===== src/rtl/cpu_ctrl.sv =====
// Two-operand ALU sequencer: clears the operand memory, fetches two operands
// with one LOAD each, executes the latched op and pulses done.
module cpu_ctrl #(
    parameter logic [3:0] CLEAR = 4'd0,
    parameter logic [3:0] LOAD  = 4'd1,
    parameter logic [3:0] HOLD  = 4'd2
) (
    input  logic       clock,
    input  logic       reset,
    input  logic       start,
    input  logic [1:0] op,
    input  logic [3:0] entrada,
    output logic [3:0] tx,
    output logic [3:0] reg_a,
    output logic [3:0] reg_b,
    output logic [4:0] resultado,
    output logic       busy,
    output logic       done,
    output logic [3:0] current_state
);

    typedef enum logic [3:0] {
        IDLE = 4'd0,
        CLR  = 4'd1,
        LDA  = 4'd2,
        WA   = 4'd3,
        LDB  = 4'd4,
        WB   = 4'd5,
        EXEC = 4'd6,
        FIN  = 4'd7
    } state_t;

    state_t     state_reg, state_next;
    logic [1:0] op_reg;
    logic [3:0] tx_reg, tx_next;
    logic [3:0] reg_a_reg, reg_b_reg;
    logic [4:0] res_reg, alu_next;
    logic       busy_reg, done_reg;
    logic [3:0] and_bits, or_bits;

    genvar gi;
    generate
        for (gi = 0; gi < 4; gi++) begin : g_logic_bits
            assign and_bits[gi] = reg_a_reg[gi] & reg_b_reg[gi];
            assign or_bits[gi]  = reg_a_reg[gi] | reg_b_reg[gi];
        end
    endgenerate

    // Subtraction wraps mod 32, so bit 4 reads as the borrow.
    always_comb begin
        alu_next = 5'd0;
        case (op_reg)
            2'b00:   alu_next = {1'b0, reg_a_reg} + {1'b0, reg_b_reg};
            2'b01:   alu_next = {1'b0, reg_a_reg} - {1'b0, reg_b_reg};
            2'b10:   alu_next = {1'b0, and_bits};
            default: alu_next = {1'b0, or_bits};
        endcase
    end

    always_comb begin
        state_next = IDLE;
        case (state_reg)
            IDLE:    state_next = start ? CLR : IDLE;
            CLR:     state_next = LDA;
            LDA:     state_next = WA;
            WA:      state_next = LDB;
            LDB:     state_next = WB;
            WB:      state_next = EXEC;
            EXEC:    state_next = FIN;
            default: state_next = IDLE;
        endcase
    end

    // Outputs are registered from the next state so they line up with it.
    always_comb begin
        tx_next = HOLD;
        case (state_next)
            CLR:      tx_next = CLEAR;
            LDA, LDB: tx_next = LOAD;
            default:  tx_next = HOLD;
        endcase
    end

    always_ff @(posedge clock) begin
        if (reset) begin
            state_reg <= IDLE;
            op_reg    <= 2'b00;
            tx_reg    <= HOLD;
            reg_a_reg <= 4'd0;
            reg_b_reg <= 4'd0;
            res_reg   <= 5'd0;
            busy_reg  <= 1'b0;
            done_reg  <= 1'b0;
        end else begin
            state_reg <= state_next;
            tx_reg    <= tx_next;
            busy_reg  <= (state_next != IDLE);
            done_reg  <= (state_next == FIN);
            case (state_reg)
                IDLE: if (start) op_reg <= op;
                CLR: begin
                    reg_a_reg <= 4'd0;
                    reg_b_reg <= 4'd0;
                    res_reg   <= 5'd0;
                end
                WA:      reg_a_reg <= entrada;
                WB:      reg_b_reg <= entrada;
                EXEC:    res_reg   <= alu_next;
                default: ;
            endcase
        end
    end

    assign tx            = tx_reg;
    assign reg_a         = reg_a_reg;
    assign reg_b         = reg_b_reg;
    assign resultado     = res_reg;
    assign busy          = busy_reg;
    assign done          = done_reg;
    assign current_state = state_reg;

endmodule


===== config.mk =====
export PLATFORM = sky130hd
export DESIGN_NAME = cpu_ctrl
export DESIGN_NICKNAME = d
export VERILOG_FILES = /design/src/rtl/cpu_ctrl.sv
export SDC_FILE = /design/constraint.sdc
export NUM_CORES = 1
export LEC_CHECK = 0
export BUFFER_PORTS_ARGS = -buffer_cell sky130_fd_sc_hd__buf_4
export CORE_ASPECT_RATIO = 1.5
export CORE_MARGIN = 2
export CORE_UTILIZATION = 46
export DETAILED_ROUTE_END_ITERATION = 10
export PLACE_DENSITY_LB_ADDON = 0.12
export SYNTH_ARGS = -nofsm -noshare
export SYNTH_HDL_FRONTEND = slang
export SYNTH_SLANG_ARGS = --single-unit
export TNS_END_PERCENT = 30

===== constraint.sdc =====
create_clock -name clock -period 2.1 [get_ports clock]
set_clock_uncertainty 0.15 [all_clocks]
set_input_delay 0.21 -clock clock [delete_from_list [all_inputs] [get_ports clock]]
set_output_delay 0.21 -clock clock [all_outputs]
set_load 0.005 [all_outputs]

# Yosys cells after proc, flatten, opt, wreduce, memory -nomap -nowiden
# Cells that the tools add are included.
[totals]
input_bits = 9
out_inout_bits = 23
register_bits = 25
wordCells = 45
[op_classes]
mux = 7
add_sub_neg = 2
n_eq_ne = 12
n_bitwise = 8
reduce_logical = 8
[op_table]
columns = ["operator", "count"]
rows = [
  ["one-hot mux 3 bit (7 select lines)", 1],
  ["equality test 4 x 3 -> 1 bit, second input constant", 5],
  ["one-hot mux 4 bit (2 select lines)", 2],
  ["one-hot mux 5 bit (3 select lines)", 1],
  ["equality test 4 x 2 -> 1 bit, second input constant", 3],
  ["one-hot mux 5 bit (2 select lines)", 1],
  ["equality test 4 x 1 -> 1 bit, second input constant", 2],
  ["nonzero test 2 bit", 3],
  ["adder 4 x 4 -> 5 bit", 1],
  ["subtractor 4 x 4 -> 5 bit", 1],
  ["AND 1 bit", 4],
  ["logical NOT 4 bit", 1],
  ["bitwise OR 1 bit", 4],
  ["one-hot mux 2 bit (2 select lines)", 1],
  ["nonzero test 4 bit", 1],
  ["equality test 2 x 1 -> 1 bit, second input constant", 1],
  ["equality test 2 bit, second input constant", 1],
  ["logical NOT 2 bit", 1],
  ["AND reduction 2 bit", 1],
  ["OR reduction 2 bit", 1],
  ["two-way mux 1 bit", 1],
]

# Longest topological paths before layout
[depth]
ltp_word = 5
depth_mapped = 9
mapped_depth_nobuf = 9

# Least setup slack after synthesis
# Ideal clock, no wire load.
[synth_timing]
path_kind = "reg2reg"
start = "register op_reg[0]"
end = "register res_reg[3] (netlist: resultado[3])"
path_stages_with_launch = 10
path_buffers = 1
setup_ps = 59
t_arrival_ps = 2013
synth_period_minus_slack_ps = 2222
t_required_ps = 1891
setup_slack_ps = -122
cell_sequence = "dfxtp_1 > buf_2 > nor2b_1 > mux2i_1 > ha_1 > nor2b_1 > o21a_1 > o21a_1 > o31ai_2 > a22o_1"
[synth_via]
elab_chain_len = 3
word_cells_on_any_way = 5
classes_between = "eq/ne (2); mux (2); reduce/logical (1)"
[synth_rtl]
columns = ["item", "line_no", "rtl"]
rows = [
  ["start, declared", "34", "logic [1:0] op_reg;"],
  ["start signal, assigned", "100", "IDLE: if (start) op_reg <= op;"],
  ["equality test 2 bit (tied with other cells)", "52", "case (op_reg)"],
  ["one-hot mux 5 bit (3 select lines) *", "52", ""],
  ["one-hot mux 5 bit (2 select lines) *", "99", "case (state_reg)"],
  ["end signal, assigned", "108", "EXEC: res_reg <= alu_next;"],
  ["end, declared", "37", "logic [4:0] res_reg, alu_next;"],
]
# Every way passes the cells marked *; elsewhere a longest branch is shown, timed or not.
# A chain may end at the register's enable or synchronous reset.

# Worst setup path after layout
[layout_timing]
start = "register reg_b_reg[1] (netlist: reg_b[1])"
end = "register res_reg[3] (netlist: resultado[3])"
[layout_via]
elab_chain_len = 3
word_cells_on_any_way = 4
classes_between = "add/sub (2); mux (2)"
[layout_rtl]
columns = ["item", "line_no", "rtl"]
rows = [
  ["start, declared", "36", "logic [3:0] reg_a_reg, reg_b_reg;"],
  ["start signal, assigned", "107", "WB: reg_b_reg <= entrada;"],
  ["subtractor 4 x 4 -> 5 bit / adder 4 x 4 -> 5 bit (equally long branches)", "54, 53", ""],
  ["one-hot mux 5 bit (3 select lines) *", "52", ""],
  ["one-hot mux 5 bit (2 select lines) *", "99", ""],
]
# Marked as above.

==> results.md <==
- Critical Path Start Type: flop
- Max reg flops: 5
- Crit-path max cell delay: around 370 ps
- Placed cell area: about 1400 um^2
- Cell area after synthesis: ~1200 um^2
- Combinational fraction of design power: 0.177
- Max IR drop VDD: ~430 uV
- Antenna Cells: 0
- Layout filler cell count: between 200 and 250
- Max Cap Violations: 0
- Run status: complete, but fails checks
- Reg clk slew, reported paths: approximately 120 ps
- Seq/Total Area, Yosys: 0.367
- Setup-failing EPs final: 1
- Final period util: 1.00
- RSZ-0062 raised after global routing: true
- Pwr Density: around 550 nW/um^2
- Sequential Power Share: 0.534
- Via density: 5.44
- Final hold slack: roughly 13 ps
- Area share of the largest cell type after synthesis: 0.367
- Leakage: approximately 0.63 nW
- Failing checks: setup timing
- Yosys reg bits: 22
- Crit path required time: 2230 ps
- Hold Path Class: primary input to flop
- EDFF count, synth: 0
- DRC violations left: 0
- Commonest non-fill, non-tap cell in the layout: buf_4
- Cell Int Power: 0.611 mW
- Vias in the first global route: 1,051
- Final Hold Fails: 0
- Post-Synthesis Cells: between 100 and 150
- Crit-path cells: inv_2, ha_4, mux2i_2, ha_1, nor2b_1, o21a_1, o21a_1, o31ai_2, a22o_1
- Psw: between 0.2 and 0.25 mW
- R2r setup slk: -2 ps
- Crit. End Element: flop
- Total gr overflow: 0
- Worst path most repeated cell: o21a_1
- Critical Path AT: ~2200 ps
- Commonest cells after routing, fill and taps aside: buf_4 (35), dfxtp_1 (19), nor2_1 (15)
- Gr usage total: 0.197
- Clock power frac: 0.289
- Fraction of registers with async set or reset after synthesis: 0
- Pin count of the biggest net entering global routing: 23
- Worst-Margin Slew: approximately 630 ps
- Class of the most critical setup path: flop to flop
- Die width: around 46 um
- Site Rows: 22
- Register Area: about 450 um^2
- Worst path top cell family by delay: compound AO/OA/AOI/OAI gates
- Core area: roughly 2400 um^2
- Drt initial violations: 26
- Clock Latency Late Sink: 320 ps
- Final Util: 0.625
- Detailed-route via count: 1,056
- CTS tree: done
- Final critical-path required period: ~2100 ps
- Overall power: roughly 0.84 mW
- Syn avg cell area: around 8.7 um^2
- Synth area leaders: dfxtp_1 (37%), ha_1 (7.3%), a21oi_1 (6.3%)
- Post-synth top flop: dfxtp_1
- Average wire per standard cell: around 14 um
- CTS Buf Count: 3
- First-pass GRT wire length: ~4.3 mm
- Sw Share: 0.273
- Synth unique cells: 33
- First-pass detailed-route iteration total: 4
- Max-Slew Margin vs Limit: 0.580
- Clock sinks: 22
- IO Count: 32
- Gpl congestion: 0.868
- Die Area: 3040 um^2
- WL final: 2.62 mm
- Yosys top cell by area: dfxtp_1
- Synthesis Warnings: 0
- Highest clock rate: 476 MHz
- Final ANT Viol Nets: 0
- Die outline height: approximately 67 um
- Layout cell share with drive strength beyond 1: 0.347
- Final #Nets: approximately 190
- Clock tree buffer depth: 2
- Port Buffers: 28
- Detailed Place HPWL: between 2 and 2.5 mm
- CP max FO: 2
- Antenna violations before repair: 0
- Fin worst setup slack: -1.69 ps
- Slew Limit Fails: 0
- Slowest CP cell: dfxtp_4
- CTS H-tree lvls: 1
- Root buf cell: clkbuf_4
- Post-route cell area: 1530 um^2
- WP buf/inv: 1
- Synth-to-Final Area Change: 27.8%
- Initial Utilization: 0.489
- Area of the multi-input gates: ~720 um^2
-- tightest hold or removal path: cells and delay by family --
| family | cells | cell delay [ps] |
|---|---|---|
| simple gates | 1 | 70 |
| compound gates | 1 | 60 |
| buf+inv | 1 | 110 |
-- layer usage --
| metal | global-route usage | wire [um] | part of all wire |
|---|---|---|---|
| met4 | 0.121 | 91 | 0.035 |
| met5 | 0 | 0 | 0 |
| met3 | 0.0352 | 103 | 0.039 |
| met1 | 0.219 | 1070 | 0.41 |
| met2 | 0.329 | 1360 | 0.52 |
-- cell families after synthesis --
family,after synthesis,share of synthesized area
mux,3,0.0251
fa+ha+maj,11,0.118
buf+inv,16,0.0762
simple gates,53,0.230
xor+xnor,5,0.0365
other cells,1,0.00313
flops,22,0.367
compound gates,27,0.144
-- layout make-up --
class / instances / area share
flip-flops and latches: 22 / 0.292
inverters: 5 / 0.0123
repair buffers: 37 / 0.185
well taps: 24 / 0.0196
clock buffers: 4 / 0.0237
multi-input cells: 102 / 0.468
-- metrics by stage --
stage                     setup WS [ps]  setup TNS (ps)  cells
final                             -1.69           -1.69    194
after detailed placement          -85.1           -85.1    187
after CTS                         -9.78           -9.78    194
after floorplan                    1.33               0    140
after global placement             2.92               0    187
after global routing              -97.4            -153    194
-- power by group through the flow --
stage	clock, mW	sequential (mW)	combinational (mW)
2_1_floorplan	0	0.450	0.105
3_5_place_dp	0	0.459	0.143
6_report	0.243	0.449	0.148
3_3_place_gp	0	0.458	0.140
5_1_grt	0.264	0.452	0.164
4_1_cts	0.249	0.449	0.148
-- synthesized netlist by cell type (4+ instances only) --
cell      n
dfxtp_1  22
nor3_1    5
nand3_1   8
nor4_1    4
ha_1      7
buf_4     5
a21oi_1  15
nor2_1   15
inv_1     5
nor2b_1   5
nand2_1  11
buf_2     4
-- path summary, 6_finish.rpt --
path	start	endpoint	cells past startpoint
worst max-delay path	reg_b[1]$_SDFFE_PP0P_	resultado[3]$_SDFFE_PP0P_	9
worst max register to register	reg_b[1]$_SDFFE_PP0P_	resultado[3]$_SDFFE_PP0P_	9
worst min-delay path	entrada[2]	reg_a[2]$_SDFFE_PP0P_	3
worst min register to register	resultado[4]$_SDFFE_PP0P_	resultado[4]$_SDFFE_PP0P_	1
-- timing repair --
| action | in CTS | in global routing |
|---|---|---|
| pin swaps | 4 | 5 |
| endpoints found under the setup margin | 2 | 4 |
| endpoints found under the hold margin | 2 | 0 |
| hold buffers | 2 | 0 |
| gates resized for setup | 5 | 3 |
| setup buffers | 1 | 0 |
Note: power is estimated with default switching activity, not from simulation.
